File: config.mk
export PLATFORM = sky130hd
export DESIGN_NAME = player_ctrl
export DESIGN_NICKNAME = d
export VERILOG_FILES = /design/src/rtl/player_ctrl.sv
export SDC_FILE = /design/constraint.sdc
export NUM_CORES = 1
export LEC_CHECK = 0
export BUFFER_PORTS_ARGS = -buffer_cell sky130_fd_sc_hd__buf_2
export CAP_MARGIN = 5
export CORE_MARGIN = 8
export CORE_UTILIZATION = 30
export DETAILED_ROUTE_END_ITERATION = 8
export PLACE_DENSITY_LB_ADDON = 0.25
export SETUP_SLACK_MARGIN = 0.2
export SYNTH_ARGS = -nofsm -noshare
export SYNTH_HDL_FRONTEND = slang
export SYNTH_SLANG_ARGS = --single-unit
export TNS_END_PERCENT = 30
File: constraint.sdc
create_clock -name clk -period 6.95 [get_ports clk]
set_input_delay 0.695 -clock clk [delete_from_list [all_inputs] [get_ports clk]]
set_output_delay 0.695 -clock clk [all_outputs]
set_load 0.05 [all_outputs]
File: src/rtl/player_ctrl.sv
// player_ctrl -- player footprint position controller for the maze stages.
// Takes a direction request on a movement tick, scans the 16 cells of the
// candidate 4x4 footprint against the map one cell per cycle, then commits
// or rejects the move and flags arrival at the goal.
// Optional feature macro: DIAG_MOVE_EN (two orthogonal keys form a diagonal move).

module player_ctrl #(
   parameter int START_X = 1,
   parameter int START_Y = 1,
   parameter int GOAL_X  = 35,
   parameter int GOAL_Y  = 35
) (
   input  logic       clk,
   input  logic       rst_n,
   input  logic [3:0] state,
   input  logic       move_tick,
   input  logic       key_up,
   input  logic       key_down,
   input  logic       key_left,
   input  logic       key_right,
   output logic [5:0] query_col,
   output logic [5:0] query_row,
   input  logic       query_wall,
   output logic [5:0] player_x,
   output logic [5:0] player_y,
   output logic       busy,
   output logic       moved,
   output logic       blocked,
   output logic       goal
);

   localparam logic [5:0]        START_X_C = 6'(START_X);
   localparam logic [5:0]        START_Y_C = 6'(START_Y);
   localparam logic [5:0]        GOAL_X_C  = 6'(GOAL_X);
   localparam logic [5:0]        GOAL_Y_C  = 6'(GOAL_Y);
   localparam logic signed [6:0] MAX_POS   = 7'sd36;

   typedef enum logic [1:0] {
      IDLE   = 2'd0,
      CHECK  = 2'd1,
      COMMIT = 2'd2
   } fsm_e;

   fsm_e       fsm_q, fsm_d;
   logic [3:0] idx_q, idx_d;
   logic [5:0] cand_x_q, cand_x_d;
   logic [5:0] cand_y_q, cand_y_d;
   logic [5:0] player_x_q, player_x_d;
   logic [5:0] player_y_q, player_y_d;
   logic       blocked_q, blocked_d;

   logic              in_stage;
   logic [2:0]        key_cnt;
   logic              req_ok;
   logic signed [6:0] dx, dy;
   logic signed [6:0] cand_x_w, cand_y_w;
   logic              cand_in_range;

   assign in_stage = (state == 4'd2) || (state == 4'd4) || (state == 4'd6);

   // Decode the key levels into a step vector and a signed candidate position.
   always_comb begin
      // NOTE: every signal assigned in a combinational block gets a default
      // first, so no path through the block leaves it unassigned (no latch).
      req_ok   = 1'b0;
      dx       = '0;
      dy       = '0;
      key_cnt  = {2'b00, key_up} + {2'b00, key_down} + {2'b00, key_left} + {2'b00, key_right};
`ifdef DIAG_MOVE_EN
      // One key, or exactly one vertical plus one horizontal key.
      req_ok = (key_cnt == 3'd1) ||
               ((key_cnt == 3'd2) && (key_up ^ key_down) && (key_left ^ key_right));
`else
      req_ok = (key_cnt == 3'd1);
`endif
      if (key_right)     dx = 7'sd1;
      else if (key_left) dx = -7'sd1;
      if (key_down)      dy = 7'sd1;
      else if (key_up)   dy = -7'sd1;
      cand_x_w      = $signed({1'b0, player_x_q}) + dx;
      cand_y_w      = $signed({1'b0, player_y_q}) + dy;
      cand_in_range = (cand_x_w >= 7'sd0) && (cand_x_w <= MAX_POS) &&
                      (cand_y_w >= 7'sd0) && (cand_y_w <= MAX_POS);
   end

   // State and datapath registers; leaving the stage acts like reset.
   always_ff @(posedge clk) begin
      // NOTE: sequential state uses non-blocking assignments so every register
      // samples the values from before the edge, independent of statement order.
      if (!rst_n || !in_stage) begin
         fsm_q      <= IDLE;
         idx_q      <= '0;
         cand_x_q   <= START_X_C;
         cand_y_q   <= START_Y_C;
         player_x_q <= START_X_C;
         player_y_q <= START_Y_C;
         blocked_q  <= 1'b0;
      end else begin
         fsm_q      <= fsm_d;
         idx_q      <= idx_d;
         cand_x_q   <= cand_x_d;
         cand_y_q   <= cand_y_d;
         player_x_q <= player_x_d;
         player_y_q <= player_y_d;
         blocked_q  <= blocked_d;
      end
   end

   // Next-state logic: accept a request, walk the footprint scan, commit.
   always_comb begin
      fsm_d      = fsm_q;
      idx_d      = idx_q;
      cand_x_d   = cand_x_q;
      cand_y_d   = cand_y_q;
      player_x_d = player_x_q;
      player_y_d = player_y_q;
      blocked_d  = 1'b0;
      case (fsm_q)
         // The commit cycle already shows the new position, so it can take
         // the next request exactly like IDLE.
         IDLE, COMMIT: begin
            fsm_d = IDLE;
            if (move_tick && req_ok) begin
               if (cand_in_range) begin
                  fsm_d    = CHECK;
                  idx_d    = '0;
                  cand_x_d = cand_x_w[5:0];
                  cand_y_d = cand_y_w[5:0];
               end else begin
                  blocked_d = 1'b1;
               end
            end
         end
         CHECK: begin
            if (query_wall) begin
               fsm_d     = IDLE;
               blocked_d = 1'b1;
            end else if (idx_q == 4'd15) begin
               fsm_d      = COMMIT;
               player_x_d = cand_x_q;
               player_y_d = cand_y_q;
            end else begin
               idx_d = idx_q + 4'd1;
            end
         end
         default: fsm_d = IDLE;
      endcase
   end

   // Output decode: scan address, busy flag and the commit/goal pulses.
   always_comb begin
      busy      = 1'b0;
      moved     = 1'b0;
      goal      = 1'b0;
      query_col = player_x_q;
      query_row = player_y_q;
      case (fsm_q)
         CHECK: begin
            busy      = 1'b1;
            query_col = cand_x_q + {4'b0000, idx_q[1:0]};
            query_row = cand_y_q + {4'b0000, idx_q[3:2]};
         end
         COMMIT: begin
            moved = 1'b1;
            goal  = (player_x_q == GOAL_X_C) && (player_y_q == GOAL_Y_C);
         end
         default: ;
      endcase
   end

   assign blocked  = blocked_q;
   assign player_x = player_x_q;
   assign player_y = player_y_q;

endmodule

==> summary.txt, run 1 <==
Post-synth top flop -> dfxtp_1
Vias per cell -> 4.971
Iter 0 DRT Violations -> 78
Synth top area share -> 0.2817
Post-DP HPWL -> 4646 um
Final Util -> 0.3555
Final RePlAce weighted congestion -> 0.8503
CP delay by family, top -> compound AO/OA/AOI/OAI gates
Final WS setup -> 3.171 ns
Die Wd -> 101.7 um
WS Path Type -> input port to register
Max-slew headroom at the worst pin -> 0.3986
Antenna Nets Post-Route -> 0
Req. time, crit path -> 7.09 ns
Crit-path max cell delay -> 0.50 ns
Library cells used by synthesis -> 48
Critical Path Sink -> idx_q[1]$_SDFFE_PP0P_
Pwr dens -> 138.5 mW/mm2
Synth async-reset ratio -> 0
Vias in the first global route -> 1926
EDFF count, synth -> 0
Area Overhead vs Synth -> 15.79%
Synth cell count leaders -> nand2_1, dfxtp_1, o21ai_0
VDD IR max -> 64.61 uV
Least-Margin Pin Slew -> 0.9020 ns
Critical path launch point -> key_down
Synth Register Bits -> 31
Count leader, synth -> nand2_1
Remaining Overflow, GRT -> 0
Leak Pwr -> 0.9803 nW
Initial Utilization -> 0.3071
Final wirelength -> 6058 um
Clk_lat worst skew -> 0.27 ns
Row count -> 31
H-Tree Depth -> 2
Final net count -> 353
Sequential-to-total area share from yosys stat -> 0.2817
Post-Syn Area -> 0.002203 mm2
Syn_nets -> 319
Syn_area_per_cell -> 7.704 um2
CP startpoint kind -> input port
Avg WL per Cell -> 14.49 um
DR vias -> 2078
Critical path buffers and inverters -> 3
Post-CTS sizing -> 0
Setup crit end kind -> register
Postcts setup bufs -> 0
Top cell type by total area after synthesis -> dfxtp_1
Gr usage total -> 0.1201
Reg2Reg Setup Slack -> 3.55 ns
CTS Buffer Depth -> 2
CTS buffer count -> 5
Detailed Routing Iterations Pass 1 -> 4
Arr. time, crit path -> 3.92 ns
Root Buffer -> clkbuf_8
Mapped Cells -> 286
Peak Freq -> 264.6 MHz
I/O Buffers -> 39
CP max stage cell -> a2111o_1
FF-to-FF End -> idx_q[1]$_SDFFE_PP0P_
Setup Skew -> 0.001411 ns
Setup TNS -> 0 ns
Slew Viols, Final -> 0
Status -> finished, final reports clean
Core ar. -> 0.007176 mm2
Fillers -> 763
CP max FO -> 14
Reg clk slew, reported paths -> 0.06 ns
Share of cells above drive strength 1 -> 0.1661
Die area -> 0.01034 mm2
Crit path cell chain -> buf_2 > inv_1 > ha_1 > inv_1 > ha_1 > fa_1 > a21o_1 > or3_1 > a2111oi_2 > nor3_1 > a2111o_1 > nor2_1 > o21ai_0
Largest net degree at the start of global routing -> 27
# Max-Cap Violations -> 0
Antenna violations before repair -> 0
Diode count -> 0
CTS tree -> yes
Hold WC Path Type -> register to register
Final worst path period share -> 0.5437
Synth Warn # -> 0
Cell depth of the worst flop-to-flop path -> 9
RSZ-0062 raised after global routing -> false
Die height -> 101.7 um
Hold Buf Count CTS -> 0
Pre-CTS setup slack -> 2.853 ns
Worst path depth -> 13
First-pass GRT wire length -> 9811 um
Final setup viols -> 0
CTS Sinks -> 31
Crit path time final -> 3.779 ns
Synth area leaders -> dfxtp_1, ha_1, nand2_1
RR Startpoint -> player_y[0]$_SDFFE_PP1P_
# DRC -> 0
Io pins -> 40
Hold Violations, Final -> 0
[per-layer routing]
layer,part of all wire,track usage,vias to the layer above
li1,-,-,1071
met1,0.46,0.1466,959
met2,0.49,0.2052,43
met3,0.046,0.02749,5
met4,0.0084,0.03207,0
met5,0,0,-
[sequential cells by signal, summed over array words and instances, names as in the netlist]
register and count:
player_y 6, player_x 6, cand_x_q 6, cand_y_q 6, fsm_q 2, idx_q 4
blocked 1
[worst register-to-register path, cell delays in order, from the launching register on]
cell and delay (ns):
dfxtp_1 0.39, ha_1 0.27, fa_1 0.43, a21o_1 0.22, or3_1 0.33, a2111oi_2 0.35, nor3_1 0.13, a2111o_1 0.50
nor2_1 0.49, o21ai_0 0.16
[final cells by class]
class,count,area [um2],area share
timing repair buffer,40,202.7,0.07945
multi-input combinational,229,1483,0.5812
clock buffer,6,72.57,0.02845
sequential,31,620.6,0.2433
tap,99,123.9,0.04855
inverter,13,48.80,0.01913
[cell usage in the layout (no fill, tap or decap), types with 8 or more instances in the layout]
cell type  instances
a21oi_1           23
buf_2             39
dfxtp_1           31
ha_1              17
inv_1             13
nand2_1           56
nand3_1           16
nor2_1            14
o21ai_0           25
xnor2_1            9
xor2_1             8
[logic make-up after synthesis]
logic type               count (synthesis)  share of synthesized area
XOR/XNOR                                17                    0.06758
buffers and inverters                   26                    0.04770
adder cells (fa/ha/maj)                 21                     0.1329
flip-flops                              31                     0.2817
AND/OR/NAND/NOR                        120                     0.2584
AO/OA/AOI/OAI                           71                     0.2118
[power breakdown]
group	internal, mW	switching, mW	total, mW	leakage [nW]
Sequential	0.178	0.000455	0.179	0.250
Combinational	0.0177	0.0309	0.0486	0.693
Clock	0.0666	0.0596	0.126	0.0371
[metrics by stage]
| step | power (mW) | instances | hold slack (ns) | instance area, um2 |
|---|---|---|---|---|
| 6_report | 0.3533 | 418 | 0.4920 | 2551 |
| 5_1_grt | 0.3695 | 418 | 0.5011 | 2551 |
| 4_1_cts | 0.3554 | 418 | 0.4921 | 2551 |
| 3_5_place_dp | 0.2312 | 412 | 0.4788 | 2479 |
| 3_3_place_gp | 0.2307 | 412 | 0.4705 | 2479 |
| 2_1_floorplan | 0.2189 | 286 | 0.4532 | 2203 |
[worst min path at each step]
| stage | end | cells after the start | startpoint |
|---|---|---|---|
| final | player_y[5]$_SDFFE_PP0P_ | 2 | cand_y_q[5]$_SDFFE_PP0P_ |
| after global routing | player_y[5]$_SDFFE_PP0P_ | 2 | cand_y_q[5]$_SDFFE_PP0P_ |
| after CTS | player_y[5]$_SDFFE_PP0P_ | 2 | cand_y_q[5]$_SDFFE_PP0P_ |
| after detailed placement | cand_y_q[5]$_SDFFE_PP0P_ | 2 | cand_y_q[5]$_SDFFE_PP0P_ |
| after global placement | cand_y_q[5]$_SDFFE_PP0P_ | 2 | cand_y_q[5]$_SDFFE_PP0P_ |
| after floorplan | player_x[5]$_SDFFE_PP0P_ | 2 | cand_x_q[5]$_SDFFE_PP0P_ |
Note: power is estimated with default switching activity, not from simulation.
==> run 2, diff against run 1 <==
==> constraint.sdc (replaced) <==
create_clock -name clk -period 3.9 [get_ports clk]
set_input_delay 0.39 -clock clk [delete_from_list [all_inputs] [get_ports clk]]
set_output_delay 0.39 -clock clk [all_outputs]
set_load 0.05 [all_outputs]
==> run 2 against run 1 <==
  * Utilization up 0.31 points
  * Sequential share of layout area decreased by 0.21 points
  * Register-to-register slack got worse by 2.8 ns
  * Setup slack worse by 2.6 ns
  * Final cell count up 0.72%
  * Total power rose by 80%
  * Worst hold slack got worse by 0.028 ns
  * Combinational power increased by 80%
  * Non-clock buffer count is 3 higher
  * Critical path type unchanged
  * Critical endpoint is now cand_x_q[3]$_SDFFE_PP0P_
==> summary.txt, run 2 (synthesis gave the netlist of run 1 again) <==
Row count -> 31 (unchanged)
Reg area -> 620.6 um2 (unchanged)
Initial Utilization -> 0.3071 (unchanged)
Post-CTS sizing -> 0 (unchanged)
DR vias -> 2116 (+1.8%)
Iter 0 DRT Violations -> 76 (-2.6%)
H-Tree Depth -> 2 (unchanged)
Crit-path max cell delay -> 0.49 ns (about the same)
CTS tree -> yes
Remaining Overflow, GRT -> 0 (unchanged)
Io pins -> 40 (unchanged)
Antenna Nets Post-Route -> 0 (unchanged)
Smallest hold slack -> 0.4638 ns (-0.02823 ns)
Final worst path period share -> 0.8540
Commonest non-fill, non-tap cell in the layout -> nand2_1
Detailed Routing Iterations Pass 1 -> 4 (unchanged)
Sequential share of power -> 0.501 (-0.004)
Diode count -> 0 (unchanged)
Pwr dens -> 247.1 mW/mm2 (+78%)
Vias in the first global route -> 1939 (+0.67%)
Die height -> 101.7 um (unchanged)
Critical Path Sink -> cand_x_q[3]$_SDFFE_PP0P_
Hold Buf Count CTS -> 0 (unchanged)
Hold Violations, Final -> 0 (unchanged)
Die area -> 0.01034 mm2 (unchanged)
CP max FO -> 14 (unchanged)
Slew Viols, Final -> 0 (unchanged)
Reg2Reg Setup Slack -> 0.70 ns (-2.85 ns)
CTS Buffer Depth -> 2 (unchanged)
Crit path time final -> 3.331 ns
Reg clk slew, reported paths -> 0.06 ns (about the same)
Area Overhead vs Synth -> 16.81%
Setup crit end kind -> register
Final wirelength -> 6153 um (+1.6%)
Final RePlAce weighted congestion -> 0.8517 (+0.16%)
Antenna violations before repair -> 0 (unchanged)
Post-DP HPWL -> 4750 um (+2.2%)
Die Wd -> 101.7 um (unchanged)
Internal -> 0.4685 mW (+78%)
WS Path Type -> input port to register
First-pass GRT wire length -> 9811 um (unchanged)
Sw power -> 0.1674 mW (+84%)
RSZ-0062 raised after global routing -> false
Clk_lat worst skew -> 0.28 ns (about the same)
CP startpoint kind -> input port
Largest net degree at the start of global routing -> 27 (unchanged)
CTS buffer count -> 5 (unchanged)
# Max-Cap Violations -> 0 (unchanged)
Postcts setup bufs -> 0 (unchanged)
CTS Sinks -> 31 (unchanged)
Req. time, crit path -> 4.12 ns (-2.97 ns)
Min-delay src -> query_wall
# DRC -> 0 (unchanged)
Most frequent cells in the layout -> nand2_1, buf_2, dfxtp_1, o21ai_0, a21oi_1
Crit path cell chain -> buf_2 > inv_1 > ha_1 > inv_1 > ha_1 > fa_1 > a21o_1 > or3_1 > a2111oi_2 > nor3_1 > a2111o_1 > or4_1 > a21oi_1
Critical path launch point -> key_down
I/O Buffers -> 39 (unchanged)
Gr usage total -> 0.1225 (+0.002378)
Multi-input logic area -> 0.001483 mm2 (unchanged)
Power share of the clock group -> 0.362 (+0.005)
Switching Share -> 0.2632 (+0.005994)
Gate power share -> 0.138 (about the same)
Max-slew headroom at the worst pin -> 0.4125 (+0.01390)
Fillers -> 760 (-0.39%)
Leak Pwr -> 0.9953 nW (+1.5%)
Setup Skew -> 0.003586 ns (+0.002175 ns)
Final setup viols -> 0 (unchanged)
Hold WC Path Type -> input port to register
Root Buffer -> clkbuf_8
Vias per cell -> 5.026 (+1.1%)
Peak Freq -> 300.3 MHz
VDD IR max -> 106.6 uV (+65%)
Final net count -> 356 (+0.85%)
Status -> finished, final reports clean
Cell depth of the worst flop-to-flop path -> 9 (unchanged)
FF-to-FF End -> cand_x_q[3]$_SDFFE_PP0P_
CP max stage cell -> a2111o_1
RR Startpoint -> player_y[0]$_SDFFE_PP1P_
Avg WL per Cell -> 14.62 um (+0.84%)
Least-Margin Pin Slew -> 0.8812 ns (-0.02085 ns)
Arr. time, crit path -> 3.55 ns (-0.37 ns)
Core ar. -> 0.007176 mm2 (unchanged)
Setup TNS -> 0 ns (unchanged)
Share of cells above drive strength 1 -> 0.1739 (+0.007769)
run 2: how the worst min path moves through the flow:
stage / end / slack [ns] / depth (start not counted)
floorplan: player_x[5]$_SDFFE_PP0P_ / 0.45 / 2
detailed placement: player_y[5]$_SDFFE_PP0P_ / 0.47 / 2
finish: blocked$_SDFF_PP0_ / 0.46 / 3
CTS: blocked$_SDFF_PP0_ / 0.45 / 3
global route: blocked$_SDFF_PP0_ / 0.49 / 3
global placement: cand_y_q[5]$_SDFFE_PP0P_ / 0.47 / 2
run 2: power groups by stage:
| stage | clock network (mW) | registers (mW) | logic (mW) |
|---|---|---|---|
| after floorplan | 0 | 0.325 | 0.0648 |
| after global placement | 0 | 0.325 | 0.0874 |
| after detailed placement | 0 | 0.325 | 0.0883 |
| after CTS | 0.237 | 0.318 | 0.0885 |
| after global routing | 0.247 | 0.318 | 0.0996 |
| final | 0.230 | 0.318 | 0.0877 |
run 2: cell type report:
class / instances / share of cell area
multi-input cells: 229 / 0.5761
flip-flops and latches: 31 / 0.2411
repair buffers: 43 / 0.08751
well taps: 99 / 0.04813
clock buffers: 6 / 0.02820
inverters: 13 / 0.01896
run 2: metal layers:
metal	wire length (um)	GRT usage	part of all wire
met5	0	0	0
met4	111	0.04696	0.018
met3	284	0.03024	0.046
met2	3023	0.2123	0.49
met1	2733	0.1408	0.44
run 2: critical path: cells and delay by family:
kind	cells	cell delay [ns]
AOI/OAI and AO/OA	4	1.19
and+or+nand+nor	3	0.92
adders and majority gates	3	0.80
buffers and inverters	3	0.24
run 2: per-stage QoR:
step,power (mW),area (um2),util,worst slack (ns),instances
2_1_floorplan,0.3901,2203,-,0.7426,286
3_3_place_gp,0.4127,2501,0.3486,0.3227,415
3_5_place_dp,0.4136,2501,0.3486,0.2898,415
4_1_cts,0.6433,2574,0.3587,0.5693,421
5_1_grt,0.6652,2574,0.3587,0.3714,421
6_report,0.6359,2574,0.3587,0.5695,421
